## src/rtl/cra_diag_seq_pkg.sv

```systemverilog
// cra_diag_seq_pkg: shared types and CRA diagnostic function select codes.
//   tCRADR        11-bit CRAM address, bit 0 is the MSB
//   tCraDiagOp    host command opcode
//   tCraDiagState sequencer state
//   rd_code       read slice select for an opcode and half
package cra_diag_seq_pkg;
    typedef logic [0:10] tCRADR;
    typedef enum logic [1:0] {
        OP_LOAD_ADR,
        OP_READ_CRADR,
        OP_READ_SBR_RET,
        OP_READ_STATUS
    } tCraDiagOp;
    typedef enum logic [2:0] {
        S_IDLE,
        S_LD_SETUP,
        S_LD_STROBE,
        S_LD_HOLD,
        S_RD_WAIT,
        S_RSP
    } tCraDiagState;
    localparam logic [2:0] DIAG_LD_051 = 3'o1;
    localparam logic [2:0] DIAG_LD_052 = 3'o2;
    localparam logic [2:0] DIAG_RD_140 = 3'o0;
    localparam logic [2:0] DIAG_RD_142 = 3'o2;
    localparam logic [2:0] DIAG_RD_144 = 3'o4;
    // Each read pair differs only in the LSB, which selects the high slice.
    function automatic logic [2:0] rd_code(input tCraDiagOp op, input logic h);
        return (op == OP_READ_CRADR   ? DIAG_RD_144 :
                op == OP_READ_SBR_RET ? DIAG_RD_142 : DIAG_RD_140) | {2'b00, h};
    endfunction
endpackage

```

## src/rtl/cra_diag_seq.sv

```systemverilog
// cra_diag_seq: turns one host command into a two-slice CRA diagnostic load/read sequence.
//   cmdValid/cmdReady/cmdOp/cmdAdr  host command handshake
//   diagLoadFunc05x, diagReadFunc14x, diag  CTL diagnostic function controls
//   ebusDrive/ebusOut/ebusIn        EBUS data[0:5]
//   rspValid/rspReady/rspData/rspFlag/rspStat  held response
module cra_diag_seq
    import cra_diag_seq_pkg::*;
#(
    parameter int SETTLE = 2
) (
    input  logic        clk,
    input  logic        RESET_n,
    input  logic        cmdValid,
    output logic        cmdReady,
    input  logic [1:0]  cmdOp,
    input  logic [0:10] cmdAdr,
    output logic        diagLoadFunc05x,
    output logic        diagReadFunc14x,
    output logic [4:6]  diag,
    output logic        ebusDrive,
    output logic [0:5]  ebusOut,
    input  logic [0:5]  ebusIn,
    output logic        rspValid,
    input  logic        rspReady,
    output logic [0:10] rspData,
    output logic        rspFlag,
    output logic [0:10] rspStat
);
    tCraDiagState st;
    tCraDiagOp    op;
    tCRADR        adr;
    logic         h;
    logic [3:0]   cnt;
    // Holds cmdReady low for the first cycle out of reset.
    logic         armed;
    logic         ld;
    logic         rd;

    always_ff @(posedge clk or negedge RESET_n) begin
        if (!RESET_n) begin
            st      <= S_IDLE;
            op      <= OP_LOAD_ADR;
            adr     <= '0;
            h       <= 1'b0;
            cnt     <= '0;
            armed   <= 1'b0;
            rspData <= '0;
            rspFlag <= 1'b0;
            rspStat <= '0;
        end else begin
            armed <= 1'b1;
            case (st)
                S_IDLE: if (cmdValid && armed) begin
                    op      <= tCraDiagOp'(cmdOp);
                    adr     <= cmdAdr;
                    h       <= 1'b0;
                    cnt     <= '0;
                    rspData <= '0;
                    rspFlag <= 1'b0;
                    rspStat <= '0;
                    st      <= tCraDiagOp'(cmdOp) == OP_LOAD_ADR ? S_LD_SETUP : S_RD_WAIT;
                end
                S_LD_SETUP:  st <= S_LD_STROBE;
                S_LD_STROBE: st <= S_LD_HOLD;
                S_LD_HOLD: if (!h) begin
                    h  <= 1'b1;
                    st <= S_LD_SETUP;
                end else begin
                    rspData <= adr;
                    st      <= S_RSP;
                end
                S_RD_WAIT: if (cnt == 4'(SETTLE)) begin
                    cnt <= '0;
                    if (!h) begin
                        h <= 1'b1;
                        if (op == OP_READ_STATUS) rspStat[0:5] <= ebusIn;
                        else rspData[5:10] <= ebusIn;
                    end else begin
                        // High slice: bit 0 is the flag, bits 1..5 extend the address.
                        if (op == OP_READ_STATUS) rspStat[6:10] <= ebusIn[1:5];
                        else begin
                            rspFlag      <= ebusIn[0];
                            rspData[0:4] <= ebusIn[1:5];
                        end
                        st <= S_RSP;
                    end
                end else cnt <= cnt + 4'd1;
                S_RSP: if (rspReady) st <= S_IDLE;
                default: st <= S_IDLE;
            endcase
        end
    end

    assign ld              = st == S_LD_SETUP || st == S_LD_STROBE || st == S_LD_HOLD;
    assign rd              = st == S_RD_WAIT;
    assign cmdReady        = armed && st == S_IDLE;
    assign rspValid        = st == S_RSP;
    assign ebusDrive       = ld;
    assign diagLoadFunc05x = st == S_LD_STROBE;
    assign diagReadFunc14x = rd;
    assign diag            = ld ? (h ? DIAG_LD_052 : DIAG_LD_051) : rd ? rd_code(op, h) : 3'b000;
    assign ebusOut         = ld ? (h ? {1'b0, adr[0:4]} : adr[5:10]) : 6'b000000;
endmodule
```

## config.mk

```make
export PLATFORM = sky130hd
export DESIGN_NAME = cra_diag_seq
export DESIGN_NICKNAME = d
export VERILOG_FILES = /design/src/rtl/cra_diag_seq_pkg.sv /design/src/rtl/cra_diag_seq.sv
export SDC_FILE = /design/constraint.sdc
export NUM_CORES = 1
export LEC_CHECK = 0
export BUFFER_PORTS_ARGS = -buffer_cell sky130_fd_sc_hd__buf_2
export CAP_MARGIN = 15
export CORE_MARGIN = 5
export CORE_UTILIZATION = 57
export CTS_CLUSTER_DIAMETER = 100
export DETAILED_ROUTE_END_ITERATION = 10
export PLACE_DENSITY = 0.82
export SETUP_SLACK_MARGIN = 0.05
export SLEW_MARGIN = 20
export SYNTH_ARGS = -nofsm -noshare
export SYNTH_HDL_FRONTEND = slang
export SYNTH_SLANG_ARGS = --single-unit
```

## constraint.sdc

```tcl
create_clock -name clk -period 2.6 [get_ports clk]
set_input_delay 0.52 -clock clk [delete_from_list [all_inputs] [get_ports clk]]
set_output_delay 0.52 -clock clk [all_outputs]
set_load 0.05 [all_outputs]
```

## Word level (Yosys, flattened, before mapping)

Cells that the tools add are included.

- Register bits: 45
- Output and inout port bits: 37
- Logic and storage cells: 85

- Add/sub/neg operators: 1
- Equal/unequal tests: 17
- Multiplexer cells: 38
- Bitwise logic cells: 1
- Reductions and logical operators: 17

Operators with widths:

| operator | count |
|---|---|
| two-way mux 11 bit | 4 |
| two-way mux 6 bit | 6 |
| one-hot mux 11 bit (3 select lines) | 1 |
| two-way mux 3 bit | 9 |
| one-hot mux 11 bit (2 select lines) | 1 |
| two-way mux 5 bit | 4 |
| one-hot mux 3 bit (6 select lines) | 1 |
| AND reduction 5 bit | 3 |
| AND reduction 6 bit | 2 |
| inequality test 2 bit, second input constant | 5 |
| two-way mux 4 bit | 2 |
| one-hot mux 4 bit (2 select lines) | 1 |
| equality test 3 x 2 -> 1 bit, second input constant | 2 |
| equality test 3 bit, second input constant | 2 |
| inequality test 2 x 1 -> 1 bit, second input constant | 3 |
| two-way mux 1 bit | 5 |
| adder 4 x 1 -> 4 bit, second input constant | 1 |
| equality test 2 bit, second input constant | 2 |
| equality test 4 x 2 -> 1 bit, second input constant | 1 |
| two-way mux 2 bit | 2 |
| AND reduction 2 bit | 2 |
| AND reduction 4 bit | 1 |
| equality test 3 x 1 -> 1 bit, second input constant | 1 |
| zero test 3 bit | 1 |
| other kinds (10) | 12 |

## Logic depth before layout (Yosys ltp)

Gate-level depths: netlist of run 1.

- Depth in word-level cells: 6
- Gate-level depth with buffers: 6
- Mapped depth without buffers: 6

## Worst setup path before layout of run 1

OpenSTA, ideal clock, no wires.

- Path kind: flip-flop to output port
- Start point: reg st[2]
- End point: out ebusOut[0] in the netlist's numbering
- Arrival time: 2.127 ns
- Data required time: 2.080 ns
- Path slack: -0.047 ns
- Cell stages (with the launch flop): 5
- Cell sequence: dfrtp_1 > buf_4 > clkbuf_1 > nand2b_1 > nor3b_1

- Cells in the longest elaborated chain, start to end: 4
- Elaborated cells on any way between the ends: 6
- Classes of those cells: eq/ne: 3; mux: 1; reduce/logical: 2

Ends and longest elaborated chain:

| element | line | RTL |
|---|---|---|
| start, declared | cra_diag_seq.sv:29 | `tCraDiagState st;` |
| start signal, assigned | cra_diag_seq.sv:61 | `st <= tCraDiagOp'(cmdOp) == OP_LOAD_ADR ? S_LD_SETUP : S_RD_WAIT;` |
| equality test 3 x 1 -> 1 bit or equality test 3 x 2 -> 1 bit (tied branches) | cra_diag_seq.sv:94 | `assign ld = st == S_LD_SETUP \|\| st == S_LD_STROBE \|\| st == S_LD_HOLD;` |
| logical OR 1 bit | cra_diag_seq.sv:94 |  |
| logical OR 1 bit (*) | cra_diag_seq.sv:94 |  |
| two-way mux 6 bit (*) | cra_diag_seq.sv:102 | `assign ebusOut = ld ? (h ? {1'b0, adr[0:4]} : adr[5:10]) : 6'b000000;` |
| end, declared | cra_diag_seq.sv:21 | `output logic [0:5] ebusOut,` |

Every way passes the cells marked *; elsewhere a longest branch is shown, timed or not.

## Worst setup path after layout of run 1

- Start point: reg st[0]
- End point: out diag[4] in the netlist's numbering

- Cells in the longest elaborated chain, start to end: 4
- Elaborated cells on any way between the ends: 8
- Classes of those cells: eq/ne: 4; mux: 2; reduce/logical: 2

Ends and longest elaborated chain:

| element | line | RTL |
|---|---|---|
| equality test 3 x 1 -> 1 bit or equality test 3 x 2 -> 1 bit (tied branches) | cra_diag_seq.sv:94 |  |
| logical OR 1 bit (2 in series) | cra_diag_seq.sv:94 |  |
| two-way mux 3 bit (*) | cra_diag_seq.sv:101 | `assign diag = ld ? (h ? DIAG_LD_052 : DIAG_LD_051) : rd ? rd_code(op, h) : 3'b000;` |
| end, declared | cra_diag_seq.sv:19 | `output logic [4:6] diag,` |

Marks and branches as above.

==> results.sh, run 1 <==
export IMPL_fin_area_um2=2860
export IMPL_synth_cells=193
export IMPL_syn_avg_cell_area_um2=12.6
export IMPL_dieArea_um2=5670
export IMPL_drc=0
export IMPL_tns_ns=0
export IMPL_wl_per_cell_um=17.2
export IMPL_rsz0062_at_grt="no"
export IMPL_ant_nets=0
export IMPL_yosys_warnings=0
export IMPL_grt_max_degree=46
export IMPL_skew_ns=0.00617
export IMPL_end_kind="primary output"
export IMPL_port_buffers=59
export IMPL_pwr_share_seq_pct=31.5
export IMPL_fin_crit_sh_pct=94.2
export IMPL_async_flop_share_pct=100
export IMPL_p_int_mw=2.12
export IMPL_grt_pass1_vias=1774
export IMPL_mappedNetlistNets=218
export IMPL_setup_viol=0
export IMPL_antenna_found_initial=0
export IMPL_clock_root_buffer="clkbuf_8"
export IMPL_hpwlAfterDp_mm=3.91
export IMPL_synthToLayoutAreaGrowth_pct=17.9
export IMPL_hold_buffers=0
export IMPL_drive_above_1_share_pct=46.6
export IMPL_nets=277
export IMPL_dpl_cell_area_um2=2760
export IMPL_powerDensity_nw_per_um2=1430
export IMPL_clkPwrFrac_pct=11.4
export IMPL_die_h_um=75.3
export IMPL_setup_ws_ns=0.151
export IMPL_slew_headroom_pct=52.4
export IMPL_ir_worst_vdd_uv=899
export IMPL_postCtsResizedCells=0
export IMPL_vias=1726
export IMPL_synth_edf_count=0
export IMPL_fin_crit_ns=2.45
export IMPL_synth_main_ff_cell="dfrtp_1"
export IMPL_worstMarginPinSlew_ns=0.715
export IMPL_drt_initial_drc_count=105
export IMPL_maxSlewViolCount=0
export IMPL_cp_slowest_cell="or3b_1"
export IMPL_ys_types=50
export IMPL_grt_usage_pct=20.7
export IMPL_crit_required_ns=2.08
export IMPL_holdCritPathClass="primary input to async pin"
export IMPL_grt_pass1_wl_mm=8.83
export IMPL_overflow=0
export IMPL_num_rows=23
export IMPL_drt_first_pass_iters=4
export IMPL_start_util_pct=59.9
export IMPL_cts_buffer_depth=2
export IMPL_hold_viol=0
export IMPL_ys_seq_elements=45
export IMPL_critPathKind="register to primary output"
export IMPL_num_io_pins=60
export IMPL_cts_htree_levels=2
export IMPL_cts_tree="done"
export IMPL_post_cts_buffers=0
export IMPL_ys_seq_area_share_pct=46.4
export IMPL_critical_path_max_stage_delay_ns=0.59
export IMPL_max_freq_ghz=0.408
export IMPL_path_cells="or3b_1, nor3b_2, buf_2"
export IMPL_viasPerCell=5.70
export IMPL_post_place_ws_ns=0.471
export IMPL_syn_cell_area_um2=2430
export IMPL_combPwrFrac_pct=57.1
export IMPL_cp_max_fo=13
export IMPL_drt_total_wl_mm=5.20
export IMPL_status="finished clean"
export IMPL_maxCapViolCount=0
export IMPL_startpoint_type="register"
export IMPL_insertion_delay_ns=0.30
export IMPL_antennaDiodeCount=0
export IMPL_leakage_nw=1.56
export IMPL_cts_sinks=45
export IMPL_whs_ns=0.191
export IMPL_arrival_ns=1.93
export IMPL_place_congestion=0.765
export IMPL_cts_buffers=5
export IMPL_p_switching_mw=1.99
export IMPL_clk_pin_slew_ns=0.08
export IMPL_dieWidth_um=75.3
export IMPL_core_area_um2=4060
export IMPL_ff2ff_setup_slack_ns=0.57
export IMPL_p_sw_share_pct=48.4
## state kept, by name (all words and copies together), names as in the netlist
register  count
op            2
adr          11
rspData      11
st            3
cnt           4
h             1
rspStat      11
rspFlag       1
armed         1
## per-stage QoR
step	instances	power, mW	util [%]
final	303	4.10	70.6
after global placement	295	3.61	68.1
after global routing	303	4.35	70.6
after CTS	303	4.13	70.6
after detailed placement	295	3.66	68.1
after floorplan	193	3.19	-
## worst paths after layout
path                            start    endpoint  cells past startpoint
setup / recovery                st[0]     diag[4]                      3
hold / removal                RESET_n       op[0]                      2
setup reg to reg                st[0]  rspData[4]                      4
hold reg to reg            rspStat[6]  rspStat[6]                      1
max in group asynchronous     RESET_n  rspStat[1]                      2
min in group clk            cmdAdr[4]      adr[6]                      2
## synthesized netlist by cell type (all sizes together) (3+ instances only)
library cell / n / area (µm²)
dfrtp: 45 / 1130
mux2: 31 / 428
a21o: 14 / 113
o21ai: 11 / 66.3
nand2: 9 / 43.8
nor2: 8 / 32.5
and2: 7 / 43.8
buf: 7 / 53.8
a21oi: 6 / 45.1
a22o: 6 / 52.6
mux2i: 5 / 50.1
nand3: 5 / 37.5
inv: 4 / 15.0
nor3b: 4 / 41.3
nor2b: 3 / 18.8
o21bai: 3 / 22.5
## final cells by class
class                   count  area (µm²)
multi-input cells         134        1220
fillers                   314        1190
flip-flops and latches     45        1130
repair buffers             61         323
clock buffers               7        96.3
well taps                  50        62.6
inverters                   5        31.3
clock inverters             1        5.00
## critical path: cells and delay by family (launching register included)
family                 cells  cell delay (ns)
AND/OR/NAND/NOR            2             0.80
flip-flops                 1             0.54
buffers and inverters      1             0.29
## power by group through the flow
stage          combinational [mW]  sequential, mW  clock (mW)
3_5_place_dp                 2.36            1.30           0
3_3_place_gp                 2.32            1.29           0
6_report                     2.34            1.29       0.469
5_1_grt                      2.50            1.33       0.513
2_1_floorplan                1.64            1.55           0
4_1_cts                      2.37            1.29       0.479
## metal layers
metal	global-route usage, %	vias up	routed length, µm
li1	-	809	-
met5	0	-	0
met2	33.9	41	2560
met3	4.54	12	281
met1	27.5	864	2270
met4	6.99	0	86
## logic make-up after synthesis
logic type / synth area share, %
xor+xnor: 0.361
flops: 46.4
mux: 19.7
other cells: 0.154
compound gates: 14.4
buf+inv: 3.81
fa+ha+maj: 1.03
simple gates: 14.2
## layout by cell type (no fill, tap or decap), drive strengths merged, types with 3 or more instances in the layout
cell | netlist | routed
dfrtp | 45 | 45
buf | 7 | 61
a21oi | 6 | 6
a22o | 6 | 6
nor2b | 3 | 3
a21o | 14 | 14
nand2 | 9 | 9
nor3b | 4 | 4
clkbuf | 2 | 7
nand3 | 5 | 5
and2 | 7 | 7
o21bai | 3 | 3
o21ai | 11 | 11
inv | 4 | 4
mux2 | 31 | 31
mux2i | 5 | 5
nor2 | 8 | 8
No activity file was read; power rests on OpenSTA's default activity.
==> inputs of run 2 (changes only) <==
- CORE_UTILIZATION: 57 -> 34
- PLACE_DENSITY: 0.82 -> 0.52
- SETUP_SLACK_MARGIN: 0.05 -> default
==> results.sh, run 2 (synthesis gave the netlist of run 1 again) <==
export IMPL_cp_max_fo=13
export IMPL_post_cts_buffers=0
export IMPL_grt_pass1_wl_mm=9.49
export IMPL_grt_max_degree=19
export IMPL_num_io_pins=60
export IMPL_cts_buffers=5
export IMPL_drive_above_1_share_pct=46.6
export IMPL_post_place_ws_ns=0.439
export IMPL_die_h_um=94.5
export IMPL_seq_area_um2=1130
export IMPL_critPathKind="register to primary output"
export IMPL_path_cells="or2_4, nand2b_1, nor3b_2, buf_2"
export IMPL_met1_usage_pct=19.0
export IMPL_hold_viol=0
export IMPL_hpwlAfterDp_mm=4.31
export IMPL_grtUsageMet2_pct=21.8
export IMPL_clk_pin_slew_ns=0.09
export IMPL_setup_ws_ns=0.177
export IMPL_grt_usage_pct=13.8
export IMPL_startpoint_type="register"
export IMPL_synthToLayoutAreaGrowth_pct=20.1
export IMPL_fin_crit_sh_pct=93.2
export IMPL_critical_path_max_stage_delay_ns=0.62
export IMPL_grt_use_met3_pct=3.27
export IMPL_dieArea_um2=8930
export IMPL_r2r_end="rspData[0]"
export IMPL_dieWidth_um=94.5
export IMPL_ff2ff_setup_slack_ns=0.55
export IMPL_ir_worst_vdd_uv=680
export IMPL_arrival_ns=1.90
export IMPL_crit_required_ns=2.08
export IMPL_overflow=0
export IMPL_vias=1706
export IMPL_end_kind="primary output"
export IMPL_grt_pass1_vias=1797
export IMPL_multi_input_area_um2=1220
export IMPL_final_cell_mix="59 x buf_2, 45 x dfrtp_1, 21 x mux2_4"
export IMPL_hold_buffers=0
export IMPL_nets=278
export IMPL_place_congestion=0.713
export IMPL_ant_nets=0
export IMPL_cp_slowest_cell="dfrtp_1"
export IMPL_antenna_found_initial=0
export IMPL_wl_per_cell_um=16.4
export IMPL_drc=0
export IMPL_fin_crit_ns=2.42
export IMPL_powerDensity_nw_per_um2=1430
export IMPL_rsz0062_at_grt="no"
export IMPL_grt_busiest_layer="met2"
export IMPL_antennaDiodeCount=0
export IMPL_port_buffers=59
export IMPL_instances_no_fill=349
export IMPL_reg_top3="adr x11, rspData x11, rspStat x11"
export IMPL_skew_ns=0.0112
export IMPL_worstRegToRegCells=4
export IMPL_maxSlewViolCount=0
export IMPL_rr_startpoint="st[0]"
export IMPL_holdCritPathClass="primary input to async pin"
export IMPL_drt_initial_drc_count=38
export IMPL_final_fill_count=692
export IMPL_drt_first_pass_iters=4
export IMPL_drt_total_wl_mm=5.72
export IMPL_leakage_nw=1.56
export IMPL_layout_commonest_cell="buf_2"
export IMPL_postCtsResizedCells=0
export IMPL_clock_root_buffer="clkbuf_8"
export IMPL_setup_viol=0
export IMPL_cts_buffer_depth=2
export IMPL_cts_tree="done"
export IMPL_tns_ns=0
export IMPL_cts_htree_levels=2
export IMPL_max_freq_ghz=0.413
export IMPL_viasPerCell=4.89
export IMPL_start_util_pct=35.4
export IMPL_core_area_um2=6870
export IMPL_slew_headroom_pct=54.0
export IMPL_maxCapViolCount=0
export IMPL_insertion_delay_ns=0.30
export IMPL_dp_cells=342
export IMPL_status="finished clean"
export IMPL_cts_sinks=45
export IMPL_num_rows=30
export IMPL_worstMarginPinSlew_ns=0.691
[run 2: cell count changes in the layout (fill, tap and decap cells not counted)]
cell | before | now
bufinv_16 | 0 | 1
nor3b_2 | 2 | 1
or3b_4 | 1 | 2
buf_12 | 1 | 0
buf_4 | 1 | 3
nor3b_1 | 1 | 2
or3b_1 | 1 | 0
clkbuf_8 | 7 | 5
[run 2: area by class of cell]
type                    count  share of cell area (%)
multi-input cells         134                    41.7
inverters                   5                    1.07
flip-flops and latches     45                    38.6
clock inverters             2                    1.20
clock buffers               5                    2.36
repair buffers             62                    10.9
well taps                  96                    4.12
[run 2: critical path: cells and delay by family, from the launching register on]
kind	cells	cell delay [ns]
buffers and inverters	1	0.29
flip-flops	1	0.62
AND/OR/NAND/NOR	3	0.70
[run 2: worst max-delay path by stage]
stage,startpoint,endpoint,cells after the start
floorplan,st[1],diag[4],3
global placement,st[0],diag[4],3
detailed placement,st[0],diag[4],3
CTS,st[0],diag[4],3
global route,st[0],diag[4],3
finish,st[0],ebusOut[0],4
[run 2: power breakdown]
part | internal (mW) | total (mW) | leakage [nW] | switching (mW)
Clock | 0.280 | 0.518 | 0.0540 | 0.238
Combinational | 0.906 | 2.35 | 0.929 | 1.45
Sequential | 0.975 | 1.29 | 0.579 | 0.319
[run 2: layer usage]
layer	wire length [µm]	share of wire, %	up-vias
met3	246	4.3	5
li1	-	-	809
met5	0	0	-
met1	2690	47	853
met4	53	0.93	0
met2	2730	48	39
[run 2: per-stage QoR]
| stage | hold WS (ns) | power (mW) | cell area (µm²) | util, % |
|---|---|---|---|---|
| 6_report | 0.114 | 4.16 | 2920 | 42.5 |
| 5_1_grt | 0.127 | 4.43 | 2920 | 42.5 |
| 2_1_floorplan | 0.224 | 3.18 | 2430 | - |
| 3_5_place_dp | 0.449 | 3.67 | 2810 | 40.9 |
| 4_1_cts | 0.118 | 4.21 | 2910 | 42.4 |
| 3_3_place_gp | 0.453 | 3.68 | 2810 | 40.9 |
